[config.mk]
export PLATFORM = sky130hd
export DESIGN_NAME = stream_demux_n
export DESIGN_NICKNAME = d
export VERILOG_FILES = /design/src/rtl/demux_pkg.sv /design/src/rtl/demux_slot.sv /design/src/rtl/stream_demux_n.sv
export SDC_FILE = /design/constraint.sdc
export NUM_CORES = 1
export LEC_CHECK = 0
export CAP_MARGIN = 20
export CELL_PAD_IN_SITES_DETAIL_PLACEMENT = 0
export CELL_PAD_IN_SITES_GLOBAL_PLACEMENT = 2
export CORE_MARGIN = 5
export CORE_UTILIZATION = 24
export CTS_CLUSTER_DIAMETER = 80
export CTS_CLUSTER_SIZE = 14
export DETAILED_ROUTE_END_ITERATION = 6
export GPL_TIMING_DRIVEN = 0
export PLACE_DENSITY = 0.83
export SYNTH_ARGS = -nofsm -noshare
export SYNTH_HDL_FRONTEND = slang
export SYNTH_SLANG_ARGS = --single-unit
export TNS_END_PERCENT = 100
[constraint.sdc]
create_clock -name clk -period 1.5 [get_ports clk]
set_input_delay 0.225 -clock clk [delete_from_list [all_inputs] [get_ports clk]]
set_output_delay 0.225 -clock clk [all_outputs]
set_load 0.005 [all_outputs]
[src/rtl/demux_pkg.sv]
// rtl/demux_pkg.sv - shared constants and select-range helper for stream_demux_n
//
// Contents:
//   DEF_N_OUT, DEF_DATA_W, DEF_CNT_W : default channel count, payload width, drop counter width
//   sel_in_range(sel, n_out)         : 1 when sel addresses an existing channel
package demux_pkg;

  localparam int DEF_N_OUT  = 4;
  localparam int DEF_DATA_W = 8;
  localparam int DEF_CNT_W  = 8;

  function automatic logic sel_in_range(input logic [31:0] sel, input int unsigned n_out);
    return (sel < n_out);
  endfunction

endpackage

[src/rtl/demux_slot.sv]
// rtl/demux_slot.sv - one-entry output register slot with valid/ready handshake
//
// Ports:
//   clk, rst       : rising-edge clock, synchronous active-high reset
//   load           : write load_data into the slot this cycle
//   load_data      : payload to store
//   out_ready      : downstream consumer accepts the held word
//   can_load       : slot is empty or is being drained this cycle
//   out_valid      : slot holds a word
//   out_data       : held word (zero after reset)
module demux_slot #(
  parameter int DATA_W = 8
) (
  input  logic              clk,
  input  logic              rst,
  input  logic              load,
  input  logic [DATA_W-1:0] load_data,
  input  logic              out_ready,
  output logic              can_load,
  output logic              out_valid,
  output logic [DATA_W-1:0] out_data
);

  // Drain and refill in the same cycle keeps full throughput.
  assign can_load = ~out_valid | out_ready;

  always_ff @(posedge clk) begin
    if (rst) begin
      out_valid <= 1'b0;
      out_data  <= '0;
    end else if (load) begin
      out_valid <= 1'b1;
      out_data  <= load_data;
    end else if (out_ready) begin
      // Data is left in place after a drain; only valid drops.
      out_valid <= 1'b0;
    end
  end

endmodule

[src/rtl/stream_demux_n.sv]
// rtl/stream_demux_n.sv - 1-to-N stream demultiplexer with unicast/broadcast and per-channel slots
//
// Ports:
//   clk, rst               : rising-edge clock, synchronous active-high reset
//   in_valid/in_ready      : producer handshake (in_ready is combinational on out_ready)
//   in_data                : payload
//   in_sel                 : destination channel (ignored when in_bcast=1)
//   in_bcast               : copy the word to every channel
//   out_valid/out_ready    : per-channel handshake, one bit per channel
//   out_data               : channel k at [k*DATA_W +: DATA_W]
//   sel_err                : one-cycle pulse after an out-of-range word is accepted and dropped
//   drop_cnt               : saturating count of dropped words
module stream_demux_n
  import demux_pkg::*;
#(
  parameter int N_OUT  = DEF_N_OUT,
  parameter int DATA_W = DEF_DATA_W,
  parameter int SEL_W  = $clog2(N_OUT),
  parameter int CNT_W  = DEF_CNT_W
) (
  input  logic                    clk,
  input  logic                    rst,
  input  logic                    in_valid,
  output logic                    in_ready,
  input  logic [DATA_W-1:0]       in_data,
  input  logic [SEL_W-1:0]        in_sel,
  input  logic                    in_bcast,
  output logic [N_OUT-1:0]        out_valid,
  input  logic [N_OUT-1:0]        out_ready,
  output logic [N_OUT*DATA_W-1:0] out_data,
  output logic                    sel_err,
  output logic [CNT_W-1:0]        drop_cnt
);

  logic [N_OUT-1:0] sel_hit;
  logic [N_OUT-1:0] can_load;
  logic [N_OUT-1:0] load;
  logic             uni_ready;
  logic             accept;
  logic             drop;

  always_comb begin
    // An out-of-range select matches no channel, so it stays ready and the word is sunk.
    uni_ready = 1'b1;
    for (int k = 0; k < N_OUT; k++) begin
      if (sel_hit[k]) uni_ready = can_load[k];
    end
    if (rst)           in_ready = 1'b0;
    else if (in_bcast) in_ready = &can_load;
    else               in_ready = uni_ready;
  end

  assign accept = in_valid & in_ready;
  assign drop   = accept & ~in_bcast & ~sel_in_range(32'(in_sel), N_OUT);

  for (genvar k = 0; k < N_OUT; k++) begin : g_slot
    assign sel_hit[k] = (32'(in_sel) == k);
    assign load[k]    = accept & (in_bcast | sel_hit[k]);

    demux_slot #(.DATA_W(DATA_W)) u_slot (
      .clk       (clk),
      .rst       (rst),
      .load      (load[k]),
      .load_data (in_data),
      .out_ready (out_ready[k]),
      .can_load  (can_load[k]),
      .out_valid (out_valid[k]),
      .out_data  (out_data[k*DATA_W +: DATA_W])
    );
  end

  always_ff @(posedge clk) begin
    if (rst) begin
      sel_err  <= 1'b0;
      drop_cnt <= '0;
    end else begin
      sel_err <= drop;
      if (drop && (drop_cnt != {CNT_W{1'b1}})) drop_cnt <= drop_cnt + CNT_W'(1);
    end
  end

endmodule

Yosys cells after proc, flatten, opt, wreduce, memory -nomap -nowiden:

Index checks and enable logic that the tools add are counted.

* eq/ne operators: 3
* mux-type cells: 14
* bitwise logic cells: 17
* reduce and logical (&&, ||, !) cells: 6

Operators by type and width (count)
* two-way mux 1 bit: 14
* bitwise OR 1 bit: 8
* nonzero test 2 bit: 4
* AND 1 bit: 5
* equality test 2 bit, second input constant: 2
* NOT 1 bit: 4
* AND reduction 4 bit: 1
* equality test 2 x 1 -> 1 bit, second input constant: 1
* logical NOT 2 bit: 1

* flip-flop bits (word level): 36
* bits of input ports: 18
* logic and storage cells: 48

Longest topological paths before layout:

* depth after elaboration: 11
* mapped depth: 7

Modules after synthesis:

A second synthesis with hierarchy kept.

* cells, all modules: 150
* area total of the unflattened synthesis: 1496.4 µm²

By module, submodules not included
* demux_slot: times used 4, cells each 30, area each 321.6 µm², seq. area each 180.2 µm²
* stream_demux_n: times used 1, cells each 30, area each 210.2 µm², seq. area each 0.0 µm²

Worst setup path before layout:

Ideal clock, no wire load.

* kind: register to register
* start point: reg g_slot[1].u_slot.out_valid
* end point: reg g_slot[3].u_slot.out_data[0]
* setup time: 128 ps
* arrival time: 1300 ps
* data required time: 1372 ps
* setup slack: 72 ps
* stages on the path, launching flop included: 7
* buffers on the path: 1
* clock period less this slack: 1428 ps
* cell sequence: dfxtp_1 -> nor2b_2 -> o41ai_1 -> and3_1 -> buf_6 -> mux2i_1 -> nor2_1

* word-level cells in the longest chain between the ends: 9
* elaborated cells between the ends (all ways): 10
* classes of those cells: mux (5); bitwise (4); reduce/logical (1)

RTL lines
* start, declared: line demux_slot.sv:20 `output logic out_valid,`
* start signal, assigned: line demux_slot.sv:29 `out_valid <= 1'b0;`
* start signal, assigned: line demux_slot.sv:32 `out_valid <= 1'b1;`
* start signal, assigned: line demux_slot.sv:36 `out_valid <= 1'b0;`
* NOT 1 bit (*): line demux_slot.sv:25 `assign can_load = ~out_valid | out_ready;`
* bitwise OR 1 bit (*): line demux_slot.sv:25
* two-way mux 1 bit (3 in a row): line stream_demux_n.sv:46 `if (sel_hit[k]) uni_ready = can_load[k];`
* two-way mux 1 bit (*): line stream_demux_n.sv:49 `else if (in_bcast) in_ready = &can_load;`
* two-way mux 1 bit (*): line stream_demux_n.sv:48 `if (rst) in_ready = 1'b0;`
* AND 1 bit (*): line stream_demux_n.sv:53 `assign accept = in_valid & in_ready;`
* AND 1 bit (*): line stream_demux_n.sv:58 `assign load[k] = accept & (in_bcast | sel_hit[k]);`
* end signal, assigned: line demux_slot.sv:33 `out_data <= load_data;`
* end, declared: line demux_slot.sv:21 `output logic [DATA_W-1:0] out_data`

Every way passes the cells marked *; elsewhere a longest branch is shown, timed or not.
A chain may end at the register's enable or synchronous reset.

Worst setup path in the final report:

* start point: reg g_slot[0].u_slot.out_valid
* end point: reg g_slot[1].u_slot.out_data[7]

* word-level cells in the longest chain between the ends: 10
* elaborated cells between the ends (all ways): 11
* classes of those cells: mux (6); bitwise (4); reduce/logical (1)

RTL lines (line)
* start, declared: demux_slot.sv:20
* start signal, assigned: demux_slot.sv:29
* start signal, assigned: demux_slot.sv:32
* start signal, assigned: demux_slot.sv:36
* NOT 1 bit (*): demux_slot.sv:25
* bitwise OR 1 bit (*): demux_slot.sv:25
* two-way mux 1 bit (4 in a row): stream_demux_n.sv:46
* two-way mux 1 bit (*): stream_demux_n.sv:49
* two-way mux 1 bit (*): stream_demux_n.sv:48
* AND 1 bit (*): stream_demux_n.sv:53
* AND 1 bit (*): stream_demux_n.sv:58
* end signal, assigned: demux_slot.sv:33
* end, declared: demux_slot.sv:21

Marked as above.

==> out/metrics.cfg <==
[global_route]
grt_pass1_wl_mm = 8.38
antenna_found_initial = 0
grt_pass1_vias = 1630
grt_usage_pct = 12.5
overflow = 0
grt_max_degree = 11

[route]
ant_nets = 0
finalWirelength_mm = 5.40
drc = 0
wl_per_cell_um = 15.7
drt-pass1-iter-count = 4
viasPerCell = 4.59
num_vias = 1584
drt_iter0_drc = 66

[timing]
period_needed_ps = 1800
period_share_pct = 120
finalHoldViolations = 0
setup_violations = 37
skew_ps = 4.59
finalSetupTns_ps = -7740
grt_setup_unrepaired = yes
fin_ws_ps = -302
slew-limit-headroom_pct = 48.8
slew_viol_final = 0
tightestPinTransition_ps = 763
fmax_mhz = 555

[setup_path]
max_stage_delay_ps = 320
worst_setup_path_start_kind = flip-flop
crit_chain = and2b_2 > a22oi_2 > buf_4 > a32o_2 > buf_6 > buf_6 > buf_16 > nand3_2 > a21oi_2
crit_arrival_ps = 2020
crit_slowest_cell = dfxtp_2
required_ps = 1710
ff2ff_setup_slack_ps = -300
crit_top_cell = buf_6
cp_top_family = compound AO/OA/AOI/OAI gates
crit_path_end_kind = flip-flop
cp_max_fo = 5
crit_buf_inv = 4
path_class = flip-flop to flip-flop

[pwr]
vdd_drop_max_v = 0.000380
leakagePower_nw = 0.991
p_per_area_mw_per_mm2 = 784
p_total_mw = 2.17

[synthesis]
syn_area_mm2 = 0.00159
syn_inst = 184
synth.distinct_cells = 26
syn_avg_cell_area_um2 = 8.64
synth_seq_cells = 36
ys_seq_area_share_pct = 45.3
ys_warn_count = 0

[outcome]
outcome = finished with violations
violations = setup timing

[final_layout]
design_area_mm2 = 0.00277
n_antenna_cell = 0
multiInputGateArea_um2 = 980
drive_gt1_share_pct = 38.4
regArea_um2 = 724
layout_commonest_cell = clkdlybuf4s50_1
fin_nets = 286
synthToLayoutAreaGrowth_pct = 74.4
final_cell_mix = clkdlybuf4s50_1, dfxtp_1, buf_4, a21oi_2, nand3_2
fillCellCount = 629
fin_util_pct = 43.4

[die]
die_w_um = 91.4
core_area_mm2 = 0.00639
start_util_pct = 24.9
die-area_mm2 = 0.00835
rows = 29
dieHeight_um = 91.4
ios = 64

[clocking]
numCtsBuffers = 5
clk_latency_ps = 290
clockBufferDepth = 2
cts_tree = yes
clock-root-buffer = clkbuf_8
cts.sinks = 36
cts_max_level = 2
cts.hold.buffers_added = 0
cts.clk_slew.worst_paths_ps = 70

[placed_design]
dp_hpwl_mm = 3.59
dpl_cell_area_mm2 = 0.00226
gp_congestion = 0.742
io_buffers = 54

[worst_hold_path]
min_path_type = primary input to flip-flop

[flow_run]
maxCapViolCount = 0

[worst register-to-register path: stages (launching register included)]
cell and delay (ps):
dfxtp_2 320, and2b_2 230, a22oi_2 260, buf_4 160
a32o_2 190, buf_6 130, buf_6 120, buf_16 110
nand3_2 70, a21oi_2 140
[final cells by class]
type / instances / share of cell area, %
multi-input cells: 130 / 35.3
flip-flops and latches: 36 / 26.1
repair buffers: 71 / 25.8
plain buffers: 22 / 6.18
well taps: 77 / 3.47
clock buffers: 6 / 2.62
inverters: 2 / 0.271
clock inverters: 1 / 0.181
[synth_stat cells]
library cell | count | area share (%)
nand3b_1 | 1 | 0.47
clkbuf_1 | 4 | 0.94
conb_1 | 1 | 0.24
o21ai_1 | 4 | 1.3
dfxtp_1 | 36 | 45
nor2b_2 | 2 | 1.1
nand3_1 | 24 | 7.6
buf_4 | 16 | 7.6
inv_2 | 2 | 0.47
nor2b_1 | 2 | 0.79
o31ai_2 | 1 | 0.79
a32oi_2 | 1 | 1.0
a22oi_2 | 1 | 0.79
and2b_4 | 1 | 0.63
nor2_1 | 17 | 4.0
mux2i_1 | 8 | 5.0
a32o_1 | 1 | 0.63
and2b_1 | 1 | 0.47
a21oi_1 | 28 | 8.8
nand2b_1 | 2 | 0.79
o21ai_0 | 24 | 7.6
o21a_1 | 1 | 0.47
buf_6 | 3 | 2.1
and3_1 | 1 | 0.39
o41ai_1 | 1 | 0.55
buf_1 | 1 | 0.24
[power breakdown]
part	internal (mW)	total (mW)	switching (mW)
Clock	0.316	0.653	0.337
Sequential	0.997	1.02	0.0201
Combinational	0.267	0.504	0.238
Total	1.58	2.17	0.595
[flip-flops by register name, indices dropped and copies added, names as in the netlist]
signal and cells:
g_slot.u_slot.out_data 32, g_slot.u_slot.out_valid 4
[worst paths after layout]
| kind | startpoint | to | depth (start not counted) |
|---|---|---|---|
| worst max-delay path | g_slot[0].u_slot.out_valid$_SDFFE_PP0P_ | g_slot[1].u_slot.out_data[7]$_SDFFE_PP0P_ | 9 |
| worst min-delay path | out_ready[1] | g_slot[1].u_slot.out_valid$_SDFFE_PP0P_ | 4 |
| worst max register to register | g_slot[0].u_slot.out_valid$_SDFFE_PP0P_ | g_slot[1].u_slot.out_data[7]$_SDFFE_PP0P_ | 9 |
| worst min register to register | g_slot[1].u_slot.out_data[1]$_SDFFE_PP0P_ | g_slot[1].u_slot.out_data[1]$_SDFFE_PP0P_ | 2 |
[what timing repair did]
item | 4_1_cts | 5_1_grt
setup buffers | 6 | 7
gates resized for setup | 34 | 65
gates cloned | 3 | 1
endpoints found under the setup margin | 37 | 38
pin swaps | 9 | 23
[stage by stage]
stage,instances,hold WS (ps),worst slack (ps)
finish,345,335,-302
global placement,323,460,-980
floorplan,192,372,72.5
global route,345,344,-367
detailed placement,323,469,-962
CTS,339,433,-317
[routing by layer]
metal / up-vias / global-route usage [%] / wire, µm
met3: 6 / 4.96 / 331
met1: 739 / 16.3 / 2560
met4: 0 / 3.30 / 37
met5: - / 0 / 0
met2: 42 / 19.3 / 2470
li1: 797 / - / -
[logic make-up (layout without fill, tap and decap cells)]
group / count (synthesis) / in the layout / synth area share, %
compound gates: 62 / 62 / 21.9
buf+inv: 26 / 102 / 11.3
flops: 36 / 36 / 45.3
mux: 8 / 8 / 5.04
other cells: 1 / 9 / 0.236
simple gates: 51 / 51 / 16.2
No activity file was read; power rests on OpenSTA's default activity.
==> edit (same settings) <==
`DEF_N_OUT`: 4 -> 2.
--- a/src/rtl/demux_pkg.sv
+++ b/src/rtl/demux_pkg.sv
@@ -7,3 +7,3 @@
 
-  localparam int DEF_N_OUT  = 4;
+  localparam int DEF_N_OUT  = 2;
   localparam int DEF_DATA_W = 8;
Ports: changed (resized in_sel, out_data, out_ready and out_valid); port bits go from 64 to 43. The function was not compared with the original's and may differ.
==> edit against the original RTL <==
Sequential cell count is 18 lower; setup slack better by 0.40 ns; routed wire length is 60% lower; synthesized area is 45% lower; non-clock buffer count is 45 lower; final area is 51% lower; maximum frequency is 29% higher; total power is 51% lower; largest cell class is now buffers.
==> edit: results (changes against the original RTL) <==
Place
The final RePlAce weighted congestion was 0.7392 (was 0.7422). The placed wire-length estimate is 1626 um (was 3589 um). The cell area after placement is 1289 um^2 (was 2257 um^2). The count of input and output buffers is 33 (was 54).

Drt
The via density per instance came to 3.899 (was 4.591). The mean routed wirelength per cell is 11.99 um (was 15.66 um). The initial DRC count is 19 (was 66). The number of search-and-repair iterations in the first detailed-routing pass was 3 (was 4).

Power
The switching power summed over all nets was 248.2 uW (was 594.9 uW). The maximum VDD drop is 0.1977 mV (was 0.3800 mV). The leakage power of the design was 0.0006934 uW (was 0.0009911 uW).

Outcome
Run status: complete, no violations (was complete, but fails checks).

Setup path
The arrival time of the worst setup path was 1.18 ns (was 2.02 ns). The capturing point of the worst reg2reg path is g_slot[0].u_slot.out_data[2] (was g_slot[1].u_slot.out_data[7]). The startpoint of the worst-slack reg-to-reg timing path is g_slot[1].u_slot.out_valid (was g_slot[0].u_slot.out_valid). The length in cells of the worst reg-to-reg path was 4 (was 9).

The worst reg-to-reg setup slack came to 0.39 ns (was -0.30 ns).

Logic synthesis
The number of distinct library cell variants in the gate-level netlist after synthesis is 16 (was 26). Leading cell types by count after synthesis: sky130_fd_sc_hd__nand2b_1 (19), sky130_fd_sc_hd__dfxtp_1 (18), sky130_fd_sc_hd__mux2i_1 (16) (was sky130_fd_sc_hd__dfxtp_1 (36), sky130_fd_sc_hd__a21oi_1 (28), sky130_fd_sc_hd__nand3_1 (24), sky130_fd_sc_hd__o21ai_0 (24), sky130_fd_sc_hd__nor2_1 (17)). The register area share after synthesis came to 41.38% (was 45.32%).

Min path
The class of the worst hold path is register to register (was input pin to register). The number of instances on the worst hold path is 2 (was 4). The launch point of the worst hold path is g_slot[1].u_slot.out_data[0] (was out_ready[1]). The worst hold endpoint is g_slot[1].u_slot.out_data[0] (was g_slot[1].u_slot.out_valid).

Clock tree
The root buffer cell is sky130_fd_sc_hd__clkbuf_4 (was sky130_fd_sc_hd__clkbuf_8). The clock slew at the register clock pins of the worst setup and hold paths was 0.10 ns (was 0.07 ns). The number of H-tree levels came to 1 (was 2).

The number of buffers created by CTS came to 3 (was 5).

GRT
The total global-route track usage was 9.293% (was 12.53%). The number of global-route vias before repair is 797 (was 1630). The global-route wire length before repair was 3732 um (was 8383 um).

Finish
The diode insertion count for antenna repair came to 0 (unchanged). The number of nets in the layout came to 149 (was 286). The share of post-route cells with drive strength above 1 is 20.30% (was 38.43%). Registers with the highest flip-flop counts: g_slot.u_slot.out_data (16), g_slot.u_slot.out_valid (2) (was g_slot.u_slot.out_data (32), g_slot.u_slot.out_valid (4)).

STA
The worst slack on hold paths is 0.4824 ns (was 0.3350 ns). The clock skew after layout is 0.0008885 ns (was 0.004586 ns).
edit: changes by cell type after synthesis, sizes merged, moves of 2 or more:
cell,unedited run,this run
a21oi,28,3
buf,20,12
clkbuf,4,2
dfxtp,36,18
inv,2,8
mux2i,8,16
nand2b,2,20
nand3,24,0
nor2,17,1
nor2b,4,0
o2111ai,0,2
o21ai,28,1
edit: per-stage QoR:
step / instances / utilization (%) / setup WS, ns / total power [uW]
finish: 179 / 40.04 / 0.09916 / 1070
floorplan: 95 / - / 0.4569 / 652.1
global placement: 174 / 37.73 / -0.6971 / 780.6
CTS: 179 / 39.71 / -0.01240 / 1090
detailed placement: 174 / 37.73 / -0.7173 / 786.6
global route: 179 / 40.04 / -0.002263 / 1144
edit: worst max-delay path: stages:
cell	delay, ns
sky130_fd_sc_hd__clkdlybuf4s50_1	0.46
sky130_fd_sc_hd__nand2b_4	0.16
sky130_fd_sc_hd__o21ai_2	0.07
sky130_fd_sc_hd__a21oi_1	0.13
sky130_fd_sc_hd__buf_2	0.12
edit: how the worst max path moves through the flow:
stage                  from                           end
6_report       out_ready[1]                      in_ready
3_3_place_gp            rst                      in_ready
2_1_floorplan  out_ready[1]  g_slot[0].u_slot.out_data[0]
4_1_cts        out_ready[0]                      in_ready
3_5_place_dp            rst                      in_ready
5_1_grt        out_ready[1]                      in_ready
edit: layout make-up:
class,count,area (um^2)
timing repair buffer,34,334.1
clock buffer,4,36.28
sequential,18,362.8
buffer,14,121.4
multi-input combinational,55,425.4
tap,46,57.56
fill,368,2048
inverter,8,30.03
edit: per-layer routing:
layer  vias to the layer above  part of all wire (%)  GRT usage [%]
li1                        354                     -              -
met1                       314                    44          10.86
met2                        28                    46          14.76
met3                         2                   9.5          4.448
met4                         0                  0.84          3.191
met5                         -                     0              0
edit: timing repair:
item / 4_1_cts / 5_1_grt
gates resized for setup: 15 / 6
setup buffers: 1 / 0
setup endpoints to repair: 2 / 3
pin swaps: 0 / 1
edit: power groups by stage:
stage          Sequential (uW)  Combinational (uW)  Clock (uW)
3_5_place_dp               544                 243           0
5_1_grt                    541                 271         332
3_3_place_gp               543                 237           0
6_report                   535                 246         289
2_1_floorplan              545                 107           0
4_1_cts                    535                 249         306
edit: cell families (layout without fill, tap and decap cells):
| kind of cell | count (synthesis) | after routing | share of synthesized area [%] |
|---|---|---|---|
| buffers and inverters | 22 | 60 | 15.09 |
| AOI/OAI and AO/OA | 6 | 6 | 7.039 |
| and+or+nand+nor | 24 | 24 | 17.67 |
| muxes | 16 | 16 | 18.39 |
| DFF | 18 | 18 | 41.38 |
| other | 1 | 9 | 0.4306 |
